[src/rtl/pwm_beeper.sv]
// pwm_beeper: programmable-period/duty tone generator gated by an on/off
// cadence. Plays a fixed number of beeps (or runs until stopped) and
// reports busy/done to the controlling logic. Sits in front of the buzzer pin.
module pwm_beeper #(
    parameter int   CLK_HZ   = 50_000_000,
    parameter int   TICK_HZ  = 1000,
    parameter int   PW       = 16,
    parameter int   TW       = 12,
    parameter int   CW       = 8,
    parameter logic IDLE_LVL = 1'b1
) (
    input  logic          clk,
    input  logic          rst,
    input  logic          start,
    input  logic          stop,
    input  logic [PW-1:0] period,
    input  logic [PW-1:0] duty,
    input  logic [TW-1:0] on_ticks,
    input  logic [TW-1:0] off_ticks,
    input  logic [CW-1:0] beeps,
    output logic          pwmout,
    output logic          busy,
    output logic          done
);

    // Cycles per cadence tick; a divider below 1 degenerates to one cycle per tick.
    localparam int TICK_DIV_RAW = CLK_HZ / TICK_HZ;
    localparam int TICK_DIV     = (TICK_DIV_RAW < 1) ? 1 : TICK_DIV_RAW;
    localparam int PRE_W        = (TICK_DIV > 1) ? $clog2(TICK_DIV) : 1;
    localparam logic [PRE_W-1:0] PRE_LAST = PRE_W'(TICK_DIV - 1);

    localparam logic [1:0] S_IDLE = 2'd0;
    localparam logic [1:0] S_ON   = 2'd1;
    localparam logic [1:0] S_OFF  = 2'd2;

    logic [1:0]       r_state;
    logic [PRE_W-1:0] r_pre;
    logic [TW-1:0]    r_tick;
    logic [PW-1:0]    r_tone;
    logic [CW-1:0]    r_beep_cnt;
    logic [PW-1:0]    r_period;
    logic [PW-1:0]    r_duty;
    logic [TW-1:0]    r_on_ticks;
    logic [TW-1:0]    r_off_ticks;
    logic [CW-1:0]    r_beeps;
    logic             r_pwm;
    logic             r_done;

    logic             w_accept;
    logic             w_active;
    logic             w_abort;
    logic             w_tick_end;
    logic [TW-1:0]    w_phase_len;
    logic             w_phase_end;
    logic [CW-1:0]    w_beep_next;
    logic             w_last_beep;
    logic             w_tone_req;

    // start and stop together in IDLE is deliberately not an accept.
    assign w_accept    = (r_state == S_IDLE) && start && !stop;
    assign w_active    = (r_state == S_ON) || (r_state == S_OFF);
    assign w_abort     = w_active && stop;
    assign w_tick_end  = (r_pre == PRE_LAST);
    assign w_phase_len = (r_state == S_ON) ? r_on_ticks : r_off_ticks;
    // Tick counter runs 0..len-1; the phase ends on the last cycle of the last tick.
    assign w_phase_end = w_active && w_tick_end && (r_tick == w_phase_len - TW'(1));
    assign w_beep_next = r_beep_cnt + CW'(1);
    assign w_last_beep = (r_beeps != '0) && (w_beep_next == r_beeps);
    assign w_tone_req  = (r_state == S_ON) && (r_tone < r_duty);

    assign busy   = w_active;
    assign done   = r_done;
    assign pwmout = r_pwm;

    // Latch the run configuration on accept, substituting the degenerate values.
    // NOTE: sequential state uses non-blocking (<=) so every register samples pre-edge values.
    always_ff @(posedge clk or posedge rst) begin
        if (rst) begin
            r_period    <= '0;
            r_duty      <= '0;
            r_on_ticks  <= '0;
            r_off_ticks <= '0;
            r_beeps     <= '0;
        end else if (w_accept) begin
            r_period    <= (period < PW'(2)) ? PW'(2) : period;
            r_duty      <= duty;
            r_on_ticks  <= (on_ticks  == '0) ? TW'(1) : on_ticks;
            r_off_ticks <= (off_ticks == '0) ? TW'(1) : off_ticks;
            r_beeps     <= beeps;
        end
    end

    // State machine and the one-cycle done pulse on every return to IDLE.
    always_ff @(posedge clk or posedge rst) begin
        if (rst) begin
            r_state <= S_IDLE;
            r_done  <= 1'b0;
        end else begin
            r_done <= 1'b0;
            case (r_state)
                S_IDLE: begin
                    if (w_accept) begin
                        r_state <= S_ON;
                    end
                end
                S_ON: begin
                    if (stop) begin
                        r_state <= S_IDLE;
                        r_done  <= 1'b1;
                    end else if (w_phase_end) begin
                        if (w_last_beep) begin
                            r_state <= S_IDLE;
                            r_done  <= 1'b1;
                        end else begin
                            r_state <= S_OFF;
                        end
                    end
                end
                S_OFF: begin
                    if (stop) begin
                        r_state <= S_IDLE;
                        r_done  <= 1'b1;
                    end else if (w_phase_end) begin
                        r_state <= S_ON;
                    end
                end
                default: r_state <= S_IDLE;
            endcase
        end
    end

    // Phase timer: prescaler and tick counter, cleared on every phase entry.
    always_ff @(posedge clk or posedge rst) begin
        if (rst) begin
            r_pre  <= '0;
            r_tick <= '0;
        end else if (!w_active || w_phase_end || w_abort) begin
            r_pre  <= '0;
            r_tick <= '0;
        end else if (w_tick_end) begin
            r_pre  <= '0;
            r_tick <= r_tick + TW'(1);
        end else begin
            r_pre  <= r_pre + PRE_W'(1);
        end
    end

    // Tone counter: wraps at period-1 while ON, held at 0 otherwise so each beep starts fresh.
    always_ff @(posedge clk or posedge rst) begin
        if (rst) begin
            r_tone <= '0;
        end else if ((r_state != S_ON) || w_phase_end || w_abort) begin
            r_tone <= '0;
        end else if (r_tone == r_period - PW'(1)) begin
            r_tone <= '0;
        end else begin
            r_tone <= r_tone + PW'(1);
        end
    end

    // Beep counter: counts completed ON phases; frozen in continuous mode so it cannot wrap.
    always_ff @(posedge clk or posedge rst) begin
        if (rst) begin
            r_beep_cnt <= '0;
        end else if (w_accept) begin
            r_beep_cnt <= '0;
        end else if ((r_state == S_ON) && !stop && w_phase_end && (r_beeps != '0)) begin
            r_beep_cnt <= w_beep_next;
        end
    end

    // Registered PWM pin driven from the current state and tone count.
    always_ff @(posedge clk or posedge rst) begin
        if (rst) begin
            r_pwm <= IDLE_LVL;
        end else begin
            r_pwm <= w_tone_req ? ~IDLE_LVL : IDLE_LVL;
        end
    end

endmodule

[config.mk]
export PLATFORM = sky130hd
export DESIGN_NAME = pwm_beeper
export DESIGN_NICKNAME = d
export VERILOG_FILES = /design/src/rtl/pwm_beeper.sv
export SDC_FILE = /design/constraint.sdc
export NUM_CORES = 1
export LEC_CHECK = 0
export CAP_MARGIN = 20
export CORE_MARGIN = 5
export CORE_UTILIZATION = 50
export CTS_CLUSTER_SIZE = 8
export DETAILED_ROUTE_END_ITERATION = 8
export PLACE_DENSITY = 0.72
export SLEW_MARGIN = 40
export SYNTH_ARGS = -nofsm -noshare
export SYNTH_HDL_FRONTEND = slang
export SYNTH_SLANG_ARGS = --single-unit
[constraint.sdc]
create_clock -name clk -period 3.85 [get_ports clk]
set_clock_uncertainty 0.2 [all_clocks]
set_input_delay 0.77 -clock clk [delete_from_list [all_inputs] [get_ports clk]]
set_output_delay 0.77 -clock clk [all_outputs]
set_load 0.01 [all_outputs]
==> impl_results.md <==
- Status: finished clean
- Total Neg Setup Slack: 0 ps
- Final hold vios: 0
- Fmax: 0.2767 GHz
- H-Tree Depth: 4
- Asr flop ratio synth: 100.0%
- Clock transition at path regs: 50 ps
- Worst slew pin tran: 599.3 ps
- Synthesized instance count: around 780
- Root Buffer: clkbuf_16
- Setup Fix Bufs, Post-CTS: 0
- Initial DRT Pass Iterations: 6
- Ranking of synthesized cells by area: dfrtp_1 (43%), nand2_1 (10%), xnor2_1 (5.7%), xor2_1 (5.7%), ha_1 (4.5%)
- Fin nets: ~950
- Most common flop cell mapped by yosys: dfrtp_1
- Avg Inst Size Synth: 8.866 um^2
- Syn_nets: 872
- Critical Path RT: 3990 ps
- Yosys warnings: 0
- First-pass GRT wire length: 28280 um
- Via count: between 5000 and 6000
- Yosys reg bits: 120
- Routed len/inst: 15.79 um
- Cell variety after synth: 54
- Drt total wl: 16570 um
- Crit path launch type: flip-flop
- Clock sinks: 120
- CTS Buffer Depth: 2
- CP Capture Type: flip-flop
- Setup violators final: 0
- Total Routing Usage GR: 21.42%
- RSZ-0062 raised after global routing: false
- Design Area, Final: 0.008518 mm^2
- Antenna viol nets, final: 0
- CTS tree: yes
- Core area: 0.01372 mm^2
- Worst skew pair latency: 430 ps
- CP peak stage delay: 520 ps
- Mux cell area share after synthesis: 1.884%
- Area leader, netlist: dfrtp_1
- Worst setup path category: flip-flop to flip-flop
- Max VDD drop: ~350 uV
- Post-synth EDFFs: 0
- Synth top area share: 43.12%
- PostCTS Resize Cnt: 0
- Cells along the critical path: inv_1 -> ha_2 -> buf_4 -> mux2i_1 -> xnor2_1 -> xor2_1 -> a41oi_1 -> or4_1 -> buf_4 -> or4_1 -> a21oi_1
- Max_slew headroom: approximately three fifths
- Initial Util: 50.34%
- Gpl congestion: 0.8632
- Area of the multi-input gates: 0.003685 mm^2
- Post-Synth Adder-Cell Area: under 10%
- Crit path time final: 3614 ps
- Synthesized cell area: 0.006907 mm^2
- Pin count of the biggest net entering global routing: 53
- Top-count cell post-synth: nand2_1
- Cell Area, Placed: 0.007879 mm^2
- Critical Path AT: 3750 ps
- Final core utilization: 62.09%
- Final period utilization: 93.86%
- Fin. max-slew vios: 0
- Pwr/cell area: 644.0 mW/mm^2
- Commonest cells in the netlist: nand2_1 (184), dfrtp_1 (119), nor2_1 (52)
- Total Die Area: 0.01626 mm^2
- DP Worst Slack: 143.4 ps
- Std-Cell Rows: 43
- Num CTS Buffers: 17
- Sequential fraction of the synthesis area: 43.50%
- Main combinational cell family by area after synthesis: simple AND/OR/NAND/NOR gates
- Top delay family on crit path: simple AND/OR/NAND/NOR gates
- N_diodes: 0
- XOR/XNOR share of the synthesized area: 11.41%
- Total gr overflow: 0
- Register Area: 0.003004 mm^2
- Via density: 5.561
- R2R Setup Slk: 240 ps
- Synth Area in Compound Gates: 9.094%
- Worst Slack Setup Final: ~240 ps
- Leak: 3.761 nW
- Vias in the first global route: 6000
- Share of cells above drive strength 1: 7.480%
- Dpl hpwl: 12130 um
- Port Buffer Count: 70
- Layout area overhead: 23.33%
- Cts-stage hold buffer count: 0
- Initial antenna violation count: 0
- Detailed-route DRC error count: 0
- Die Width: 127.5 um
- Number of fill cells: 1146
- CP max-delay cell: or4_1
- Bufs and invs on worst path: 3
- I/O pin cnt: 71
- Die Span Y: approximately 130 um
- DR iter-0 viols: between 300 and 400
- Simple-Gate Fraction of Synth Area: 26.29%
- HP Class: flip-flop to flip-flop
- CP Max Fanout: 19
- Number of max-cap violations: 0
worst min-delay path, cell delays in order (launching register included):
cell	delay [ps]
dfrtp_1	350
nand2_1	50
nand2_1	60
state kept, by name, summed over array words and instances, names as in the netlist:
signal       flops
r_beeps          8
r_on_ticks      12
r_duty          16
r_beep_cnt       8
r_tone          16
r_tick          12
done             1
r_state          2
r_pre           16
r_off_ticks     12
r_period        16
pwmout           1
stage by stage:
step                std cells  hold WS (ps)  total power (W)
floorplan                 779         225.1         0.003242
global placement         1016         237.8         0.003688
detailed placement       1017         271.2         0.003775
CTS                      1049         278.9         0.005508
global route             1049         285.0         0.005830
finish                   1049         286.7         0.005486
per-layer routing:
| layer | up-vias | part of all wire [%] | track usage [%] |
|---|---|---|---|
| met1 | 2831 | 43 | 26.55 |
| met4 | 0 | 2.2 | 7.256 |
| li1 | 2838 | - | - |
| met2 | 126 | 51 | 36.11 |
| met3 | 38 | 3.8 | 5.895 |
| met5 | - | 0 | 0 |
worst paths after layout:
check,startpoint,end,cells after the start
max reg2reg,r_state[1]$_DFFE_PP0P_,r_beep_cnt[7]$_DFFE_PP0P_,11
min in group asynchronous,rst,r_pre[3]$_DFF_PP0_,2
min,r_off_ticks[11]$_DFFE_PP0P_,r_off_ticks[11]$_DFFE_PP0P_,2
min reg2reg,r_off_ticks[11]$_DFFE_PP0P_,r_off_ticks[11]$_DFFE_PP0P_,2
max in group asynchronous,rst,r_off_ticks[1]$_DFFE_PP0P_,3
max,r_state[1]$_DFFE_PP0P_,r_beep_cnt[7]$_DFFE_PP0P_,11
cell usage in the layout, fill, tap and decap left out, types with 4 or more instances in the layout:
master | netlist | final
a211oi_1 | 4 | 4
a21o_1 | 5 | 5
a21oi_1 | 11 | 11
a31oi_1 | 4 | 4
and2_1 | 4 | 4
and3_1 | 16 | 16
and4_1 | 4 | 4
buf_4 | 3 | 13
bufinv_16 | 0 | 4
clkbuf_16 | 0 | 17
clkdlybuf4s50_1 | 0 | 70
clkinvlp_4 | 0 | 6
dfrtp_1 | 119 | 119
ha_1 | 25 | 24
inv_1 | 28 | 27
mux2i_1 | 13 | 13
nand2_1 | 184 | 184
nand2b_1 | 6 | 6
nand3_1 | 20 | 20
nand4_1 | 12 | 12
nor2_1 | 52 | 51
nor2b_1 | 6 | 6
nor3_1 | 32 | 32
nor3b_1 | 5 | 5
nor4_1 | 15 | 15
o211ai_1 | 4 | 4
o21a_1 | 5 | 5
o21ai_0 | 27 | 27
o31ai_1 | 10 | 10
or2_2 | 4 | 4
or4_1 | 12 | 12
xnor2_1 | 45 | 45
xor2_1 | 45 | 45
cell families (layout without fill, tap and decap cells):
kind of cell | Yosys count | in the layout
xor gates and xnor gates | 90 | 90
and+or+nand+nor | 385 | 385
AOI/OAI and AO/OA | 90 | 90
adders and majority gates | 25 | 25
muxes | 13 | 13
DFF | 120 | 120
buffers and inverters | 56 | 146
power breakdown:
part	total (W)	switching (W)	internal, W
registers	0.00199	0.000377	0.00161
logic	0.00180	0.000972	0.000824
clock network	0.00170	0.000599	0.00110
total	0.00549	0.00195	0.00354
cell type report:
type                    instances  area share, %
clock inverters                14          2.321
inverters                      28          1.278
well taps                     180          2.644
clock buffers                  18          5.156
repair buffers                 86          10.08
multi-input cells             603          43.26
flip-flops and latches        120          35.27
Power figures use the tool's default switching activity.
